## config.mk

```make
export PLATFORM = sky130hd
export DESIGN_NAME = seq_detector
export DESIGN_NICKNAME = d
export VERILOG_FILES = /design/src/rtl/seq_detector_pkg.sv /design/src/rtl/seq_match_counter.sv /design/src/rtl/seq_detector.sv
export SDC_FILE = /design/constraint.sdc
export NUM_CORES = 1
export LEC_CHECK = 0
export BUFFER_PORTS_ARGS = -buffer_cell sky130_fd_sc_hd__buf_2
export CAP_MARGIN = 5
export CORE_AREA = 3 3 40 42
export DETAILED_ROUTE_END_ITERATION = 6
export DIE_AREA = 0 0 43 45
export PLACE_DENSITY_LB_ADDON = 0.05
export RECOVER_POWER = 50
export SLEW_MARGIN = 0
export SYNTH_ARGS = -nofsm -noshare
export SYNTH_HDL_FRONTEND = slang
export SYNTH_SLANG_ARGS = --single-unit
```

## constraint.sdc

```tcl
create_clock -name clk_synthetic -period 3.17 [get_ports clk_synthetic]
set_input_delay 0.1585 -clock clk_synthetic [delete_from_list [all_inputs] [get_ports clk_synthetic]]
set_output_delay 0.1585 -clock clk_synthetic [all_outputs]
set_load 0.02 [all_outputs]
```

## src/rtl/seq_detector_pkg.sv

```systemverilog
// Shared definitions for the serial pattern detector.
// Holds the width helper, the S0 encoding and the elaboration-time next-state table builder.
// The detector indexes the table by {state, bit}, so no search logic is built in hardware.
package seq_detector_pkg;

  localparam int unsigned MaxLen = 16;
  // Table entries are wide enough for any prefix length up to MaxLen.
  localparam int unsigned StW    = 5;
  localparam int unsigned TblW   = 2 * MaxLen * StW;

  localparam logic [StW-1:0] S0 = '0;

  // Number of bits needed to hold the values 0..n.
  function automatic int unsigned width_of(input int unsigned n);
    int unsigned w;
    w = 1;
    for (int i = 1; i < 32; i++) begin
      if ((n >> i) != 0) w = i + 1;
    end
    return w;
  endfunction

  // Longest proper prefix of pat that is a suffix of (first k pattern bits, then b).
  // The prefix length is capped at len-1, so after a full match this gives the overlap
  // restart point f. pat[len-1] is the first bit received.
  function automatic logic [StW-1:0] next_len(input logic [MaxLen-1:0] pat,
                                              input int unsigned     len,
                                              input int unsigned     k,
                                              input logic            b);
    logic [MaxLen-1:0] s;
    int unsigned       best;
    int unsigned       lim;
    logic              ok;
    s = '0;
    for (int i = 0; i < MaxLen; i++) begin
      if (i < k) s[i] = pat[len-1-i];
    end
    s[k] = b;
    best = 0;
    lim  = (k + 1 < len) ? k + 1 : len - 1;
    for (int j = 1; j <= MaxLen; j++) begin
      if (j <= lim) begin
        ok = 1'b1;
        for (int m = 0; m < MaxLen; m++) begin
          if (m < j && pat[len-1-m] != s[k+1-j+m]) ok = 1'b0;
        end
        if (ok) best = j;
      end
    end
    return StW'(best);
  endfunction

  // Packed table, entry (2*k + b) holds the next state from Sk on bit b.
  function automatic logic [TblW-1:0] build_table(input logic [MaxLen-1:0] pat,
                                                  input int unsigned     len);
    logic [TblW-1:0] t;
    t = '0;
    for (int k = 0; k < MaxLen; k++) begin
      for (int b = 0; b < 2; b++) begin
        if (k < len) t[(2*k+b)*StW +: StW] = next_len(pat, len, k, b[0]);
      end
    end
    return t;
  endfunction

endpackage

```

## src/rtl/seq_match_counter.sv

```systemverilog
// Saturating match counter.
// Ports: clk_synthetic/rst (async active-low) clock and reset, clr_i synchronous clear
// (wins over inc_i), inc_i count enable, cnt_o current count (sticks at all-ones).
module seq_match_counter #(
  parameter int unsigned W = 8
) (
  input  logic         clk_synthetic,
  input  logic         rst,
  input  logic         clr_i,
  input  logic         inc_i,
  output logic [W-1:0] cnt_o
);

  logic [W-1:0] cnt_d, cnt_q;

  always_comb begin
    cnt_d = cnt_q;
    if (clr_i) begin
      cnt_d = '0;
    end else if (inc_i && (cnt_q != '1)) begin
      cnt_d = cnt_q + 1'b1;
    end
  end

  always_ff @(posedge clk_synthetic or negedge rst) begin
    if (!rst) cnt_q <= '0;
    else      cnt_q <= cnt_d;
  end

  assign cnt_o = cnt_q;

endmodule

```

## src/rtl/seq_detector.sv

```systemverilog
// Parametrised serial pattern detector (Mealy-style prefix FSM with failure links).
// Ports: clk_synthetic divided clock; rst async active-low reset; in_valid qualifies in;
// in serial bit (PATTERN[LEN-1] first); overlap selects overlapping matches; clr sync clear;
// match registered one-cycle pulse; progress matched prefix length; match_cnt saturating
// match count; seen sticky match flag.
// Build option: SEQ_DET_STICKY_EN enables the sticky seen flag, otherwise seen is tied to 0.
module seq_detector
  import seq_detector_pkg::*;
#(
  parameter int unsigned    LEN     = 4,
  parameter logic [LEN-1:0] PATTERN = 4'b1011,
  parameter int unsigned    CNT_W   = 8,
  localparam int unsigned   PW      = width_of(LEN)
) (
  input  logic             clk_synthetic,
  input  logic             rst,
  input  logic             in_valid,
  input  logic             in,
  input  logic             overlap,
  input  logic             clr,
  output logic             match,
  output logic [PW-1:0]    progress,
  output logic [CNT_W-1:0] match_cnt,
  output logic             seen
);

  localparam logic [MaxLen-1:0] PatExt = MaxLen'(PATTERN);
  localparam logic [TblW-1:0]   NxtTbl = build_table(PatExt, LEN);
  localparam logic [PW-1:0]     SLast  = PW'(LEN - 1);

  logic [PW-1:0]  state_d, state_q;
  logic           match_d, match_q;
  logic [StW:0]   tbl_idx;
  logic [StW-1:0] tbl_nxt;
  logic           hit;

  always_comb begin
    tbl_idx = {StW'(state_q), in};
    tbl_nxt = NxtTbl[tbl_idx*StW +: StW];
    hit     = in_valid && (state_q == SLast) && (in == PatExt[0]);

    state_d = state_q;
    match_d = 1'b0;
    if (clr) begin
      state_d = PW'(S0);
    end else if (in_valid) begin
      match_d = hit;
      if (hit && !overlap) state_d = PW'(S0);
      else                 state_d = PW'(tbl_nxt);
    end
  end

  always_ff @(posedge clk_synthetic or negedge rst) begin
    if (!rst) begin
      state_q <= PW'(S0);
      match_q <= 1'b0;
    end else begin
      state_q <= state_d;
      match_q <= match_d;
    end
  end

  seq_match_counter #(
    .W (CNT_W)
  ) u_cnt (
    .clk_synthetic (clk_synthetic),
    .rst           (rst),
    .clr_i         (clr),
    .inc_i         (match_d),
    .cnt_o         (match_cnt)
  );

`ifdef SEQ_DET_STICKY_EN
  logic seen_d, seen_q;

  always_comb begin
    seen_d = seen_q | match_d;
    if (clr) seen_d = 1'b0;
  end

  always_ff @(posedge clk_synthetic or negedge rst) begin
    if (!rst) seen_q <= 1'b0;
    else      seen_q <= seen_d;
  end

  assign seen = seen_q;
`else
  assign seen = 1'b0;
`endif

  assign match    = match_q;
  assign progress = state_q;

endmodule

```

Word-level counts from Yosys, hierarchy flattened

Cells that the tools add are included.

Register bits: 12
Word-level logic and storage cells: 22

Add/subtract/negate cells: 1
Multipliers: 1
Eq/ne operators: 2
Shift-type cells: 1
Mux-type cells: 7
Reductions and logical operators: 7

Operators by type and width:

| operator                 | count |
|---|---|
| $shiftx 160x8->3 const A | 1 |
| $mux 8                   | 2 |
| $mux 3                   | 3 |
| $add 8x1->8 const B      | 1 |
| $ne 8x8->1 const B       | 1 |
| $mul 4x3->7 const B      | 1 |
| $logic_and 1x1->1        | 4 |
| $reduce_bool 2->1        | 2 |
| $eq 3x2->1 const B       | 1 |
| $mux 1                   | 2 |
| $logic_not 1->1          | 1 |

Depth between registers and ports, before layout

Depth after elaboration: 8
Depth in mapped cells: 6

By module

From an unflattened synthesis, not the netlist that was laid out.

Cells, all modules: 68
Area, all modules: 651.9 um2

By module, submodules not included:

| module            | instances | cells each | area each (um2) | sequential area each (um2) |
|---|---|---|---|---|
| seq_match_counter | 1         | 49         | 464.2           | 200.2 |
| seq_detector      | 1         | 19         | 187.7           | 75.1 |

Worst setup path before layout

OpenSTA, ideal clock, no wires.

Kind: reg-to-reg
Start: register u_cnt.cnt_q[0], in the netlist u_cnt.cnt_o[0]
End: register u_cnt.cnt_q[1], in the netlist u_cnt.cnt_o[1]
Setup time: 0.132 ns
Arrival time: 1.325 ns
Setup slack: 1.713 ns
Stages on the path, launching flop included: 6
Cells stage by stage: dfrtp_1 ha_1 nand3_2 o21ai_2 mux2i_1 nor2_1

Cells in the longest elaborated chain, start to end: 3
Elaborated cells between the ends (all ways): 6

RTL lines:

| element                                     | line                                             | RTL |
|---|---|---|
| start, declared                             | seq_match_counter.sv:14                          | `logic [W-1:0] cnt_d, cnt_q;` |
| start signal, assigned                      | seq_match_counter.sv:27                          | `else cnt_q <= cnt_d;` |
| $add 8x1->8 or $ne 8x8->1 (tied branches)   | seq_match_counter.sv:21, seq_match_counter.sv:20 |  |
| $mux 8 or $logic_and 1x1->1 (tied branches) | seq_match_counter.sv:20                          | `end else if (inc_i && (cnt_q != '1)) begin` |
| $mux 8 or $reduce_bool 2->1 (tied branches) | -                                                |  |

Several ways; a longest one is shown, not always the timed one. The select of a mux whose other input is x is not followed.
A chain may end at the register's enable or synchronous reset.

Worst setup path in the final report

Ends and elaborated chain as after synthesis.

==> results by group <==
Clocking
  • Hold Buf Count CTS: 1
  • Num CTS Buffers: 3
  • Clock Latency Late Sink: roughly 260 ps
  • Clock sinks: 11
  • Clock transition at path regs: 70 ps
  • Root buf cell: clkbuf_4
  • # Post-CTS Setup Buffers: 0
  • Worst-case clock buffer depth: 2
  • Cts repair resizes: 0
  • TritonCTS clock tree: yes
  • H-tree depth: 1

Global route
  • Remaining global-route overflow: 0
  • Tot GR Track Use: 14.3%
  • Vias in the first global route: 518
  • First-pass GRT wire length: between 2 and 2.5 mm
  • Largest net degree at the start of global routing: 12
  • Initial antenna violation count: 0

Timing
  • Final Setup Violations: 0
  • Max Clock Freq: between 700 and 800 MHz
  • Max-slew violations: 0
  • Unrepaired setup endpoints after global routing: no
  • Worst slew pin tran: ~600 ps
  • Final period utilization: between 40% and 50%
  • Setup_tns: 0 ps
  • Slew headroom: between 60 and 70%
  • Clk_skew: 2.14 ps
  • Final hold violations: 0
  • Min Tclk post-route: 1420 ps

Logic synthesis
  • Mapped Area: between 600 and 700 µm²
  • Register bit total from synthesis: 11
  • Yosys Warn Count: 0
  • Avg Inst Size Synth: 9.80 µm²
  • Post-synthesis sequential area ratio: ~43%
  • Dominant cell type by area after synthesis: dfrtp_1
  • Post-synthesis cell count: 66
  • Synth unique cells: 33
  • Top post-synthesis cells by area: dfrtp_1 (43%), nor2_1 (5.8%), mux2i_1 (4.6%)
  • Synth top area share: between 40% and 50%

Worst setup path
  • Setup CP Type: reg -> reg
  • Crit. End Element: register
  • Crit Path Max Fanout: 6
  • Worst Path Required: 3310 ps
  • Setup crit start kind: register
  • Critical Path AT: around 1600 ps

Place
  • Area post-placement: roughly 700 µm²
  • Post-DP HPWL: roughly 930 µm
  • Gpl congestion: 0.788
  • Port bufs: 16
  • # placed instances: between 90 and 100

Layout
  • Commonest non-fill, non-tap cell in the layout: buf_2
  • Cell Count, Final, Fillers Out: just under 100
  • Most frequent cells in the layout: buf_2 (12), dfrtp_1 (11), nor2_1 (10)
  • Final instance area: between 700 and 800 µm²
  • Number of diodes: 0
  • Layout area overhead: 16.1%
  • Layout Nets: between 90 and 100
  • Layout cells sized above 1: around a quarter

Floorplan
  • Starting Density: about half
  • Height of the die: between 40 and 50 µm
  • Die width: 43 µm
  • Die ar.: about 1900 µm²
  • Cell Rows: 13
  • Core Area: between 1000 and 1500 µm²
  • # IOs: 19

Route
  • WL/cell: about 12 µm
  • Detail Route met2 WL: between 500 and 600 µm
  • Post-route DRC: 0
  • DR iter-0 viols: 12
  • Post-Route WL: 1.21 mm
  • WL met1: 558 µm
  • Iteration count of the initial detailed-routing pass: 4
  • DR vias: between 500 and 600
  • Number of vias per cell: 5.39
  • Top Layer Used: met4
  • Antenna viol nets, final: 0
  • Met3 WL: between 50 and 60 µm

Worst hold path
  • Hold/Removal Path Class: in -> reg

Job
  • Maxcap violations: 0

Outcome
  • Status: complete, no violations

Power and ir drop
  • Power per cell area: around 340 nW/µm²
  • Leak pwr: around 0.37 nW
  • Peak VDD IR: ~0.23 mV
==> flip-flops by register name, summed over array words and instances (netlist names) <==
| register | cells |
|---|---|
| match | 1 |
| u_cnt.cnt_o | 8 |
| progress | 2 |
==> area by class of cell <==
class,instances,area [µm²]
multi-input cells,50,338
flip-flops and latches,11,275
repair buffers,17,85.1
inverters,2,7.51
well taps,15,18.8
fillers,118,534
clock buffers,4,26.3
==> worst max-delay path: stages, from the launching register on <==
cell and delay [ps]:
dfrtp_1 420, ha_1 230, nand3_2 170, o21ai_2 220, mux2i_1 200, nor2_1 60
==> synthesized netlist by cell type (all sizes together) <==
cell type,n
nand3,2
xnor2,1
nand2b,1
mux2i,3
or2b,1
o2111ai,2
and4,2
a21o,1
nand2,6
nor2b,1
clkbuf,1
a21oi,2
and3,2
nor2,10
o21ai,2
dfrtp,11
nand4,2
o211ai,2
a31oi,1
conb,1
inv,2
nor3,2
a211oi,1
ha,2
xor2,2
buf,3
==> path summary, 6_finish.rpt <==
check | cells after the start | slack [ps] | end | startpoint
worst min register to register | 2 | 620 | progress[0]$_DFFE_PN0P_ | progress[0]$_DFFE_PN0P_
max in group asynchronous | 2 | 2370 | progress[0]$_DFFE_PN0P_ | rst
min in group asynchronous | 2 | 410 | u_cnt.cnt_o[7]$_DFFE_PN0P_ | rst
worst max-delay path | 5 | 1750 | u_cnt.cnt_o[1]$_DFFE_PN0P_ | u_cnt.cnt_o[0]$_DFFE_PN0P_
worst min-delay path | 2 | 200 | u_cnt.cnt_o[3]$_DFFE_PN0P_ | clr
worst max register to register | 5 | 1750 | u_cnt.cnt_o[1]$_DFFE_PN0P_ | u_cnt.cnt_o[0]$_DFFE_PN0P_
==> routing by layer <==
| layer | vias up | GRT usage, % |
|---|---|---|
| met5 | - | 0 |
| met4 | 0 | 5.42 |
| met3 | 2 | 2.39 |
| met2 | 13 | 25.7 |
| met1 | 248 | 17.3 |
| li1 | 271 | - |
==> kinds of logic after synthesis <==
family	after synthesis	share of synthesized area, %
AND/OR/NAND/NOR	29	24.6
adder cells (fa/ha/maj)	2	3.87
AO/OA/AOI/OAI	11	13.9
buffers and inverters	6	5.80
flip-flops	11	42.6
other	1	0.580
XOR/XNOR	3	4.06
multiplexers	3	4.64
==> stage by stage <==
step / hold slack [ps] / total power, mW / util [%] / setup slack, ps
global placement: 39.4 / 0.163 / 56.0 / 1800
detailed placement: 40.2 / 0.163 / 56.0 / 1780
finish: 205 / 0.254 / 58.4 / 1750
global route: 208 / 0.268 / 58.4 / 1680
floorplan: -137 / 0.156 / - / 1710
CTS: 199 / 0.258 / 58.8 / 1760
==> power by group <==
part	internal (mW)	total (mW)	switching (mW)
combinational	0.00578	0.0181	0.0124
clock	0.0485	0.0929	0.0443
sequential	0.141	0.143	0.00160
total	0.196	0.254	0.0583
No activity file was read; power rests on OpenSTA's default activity.
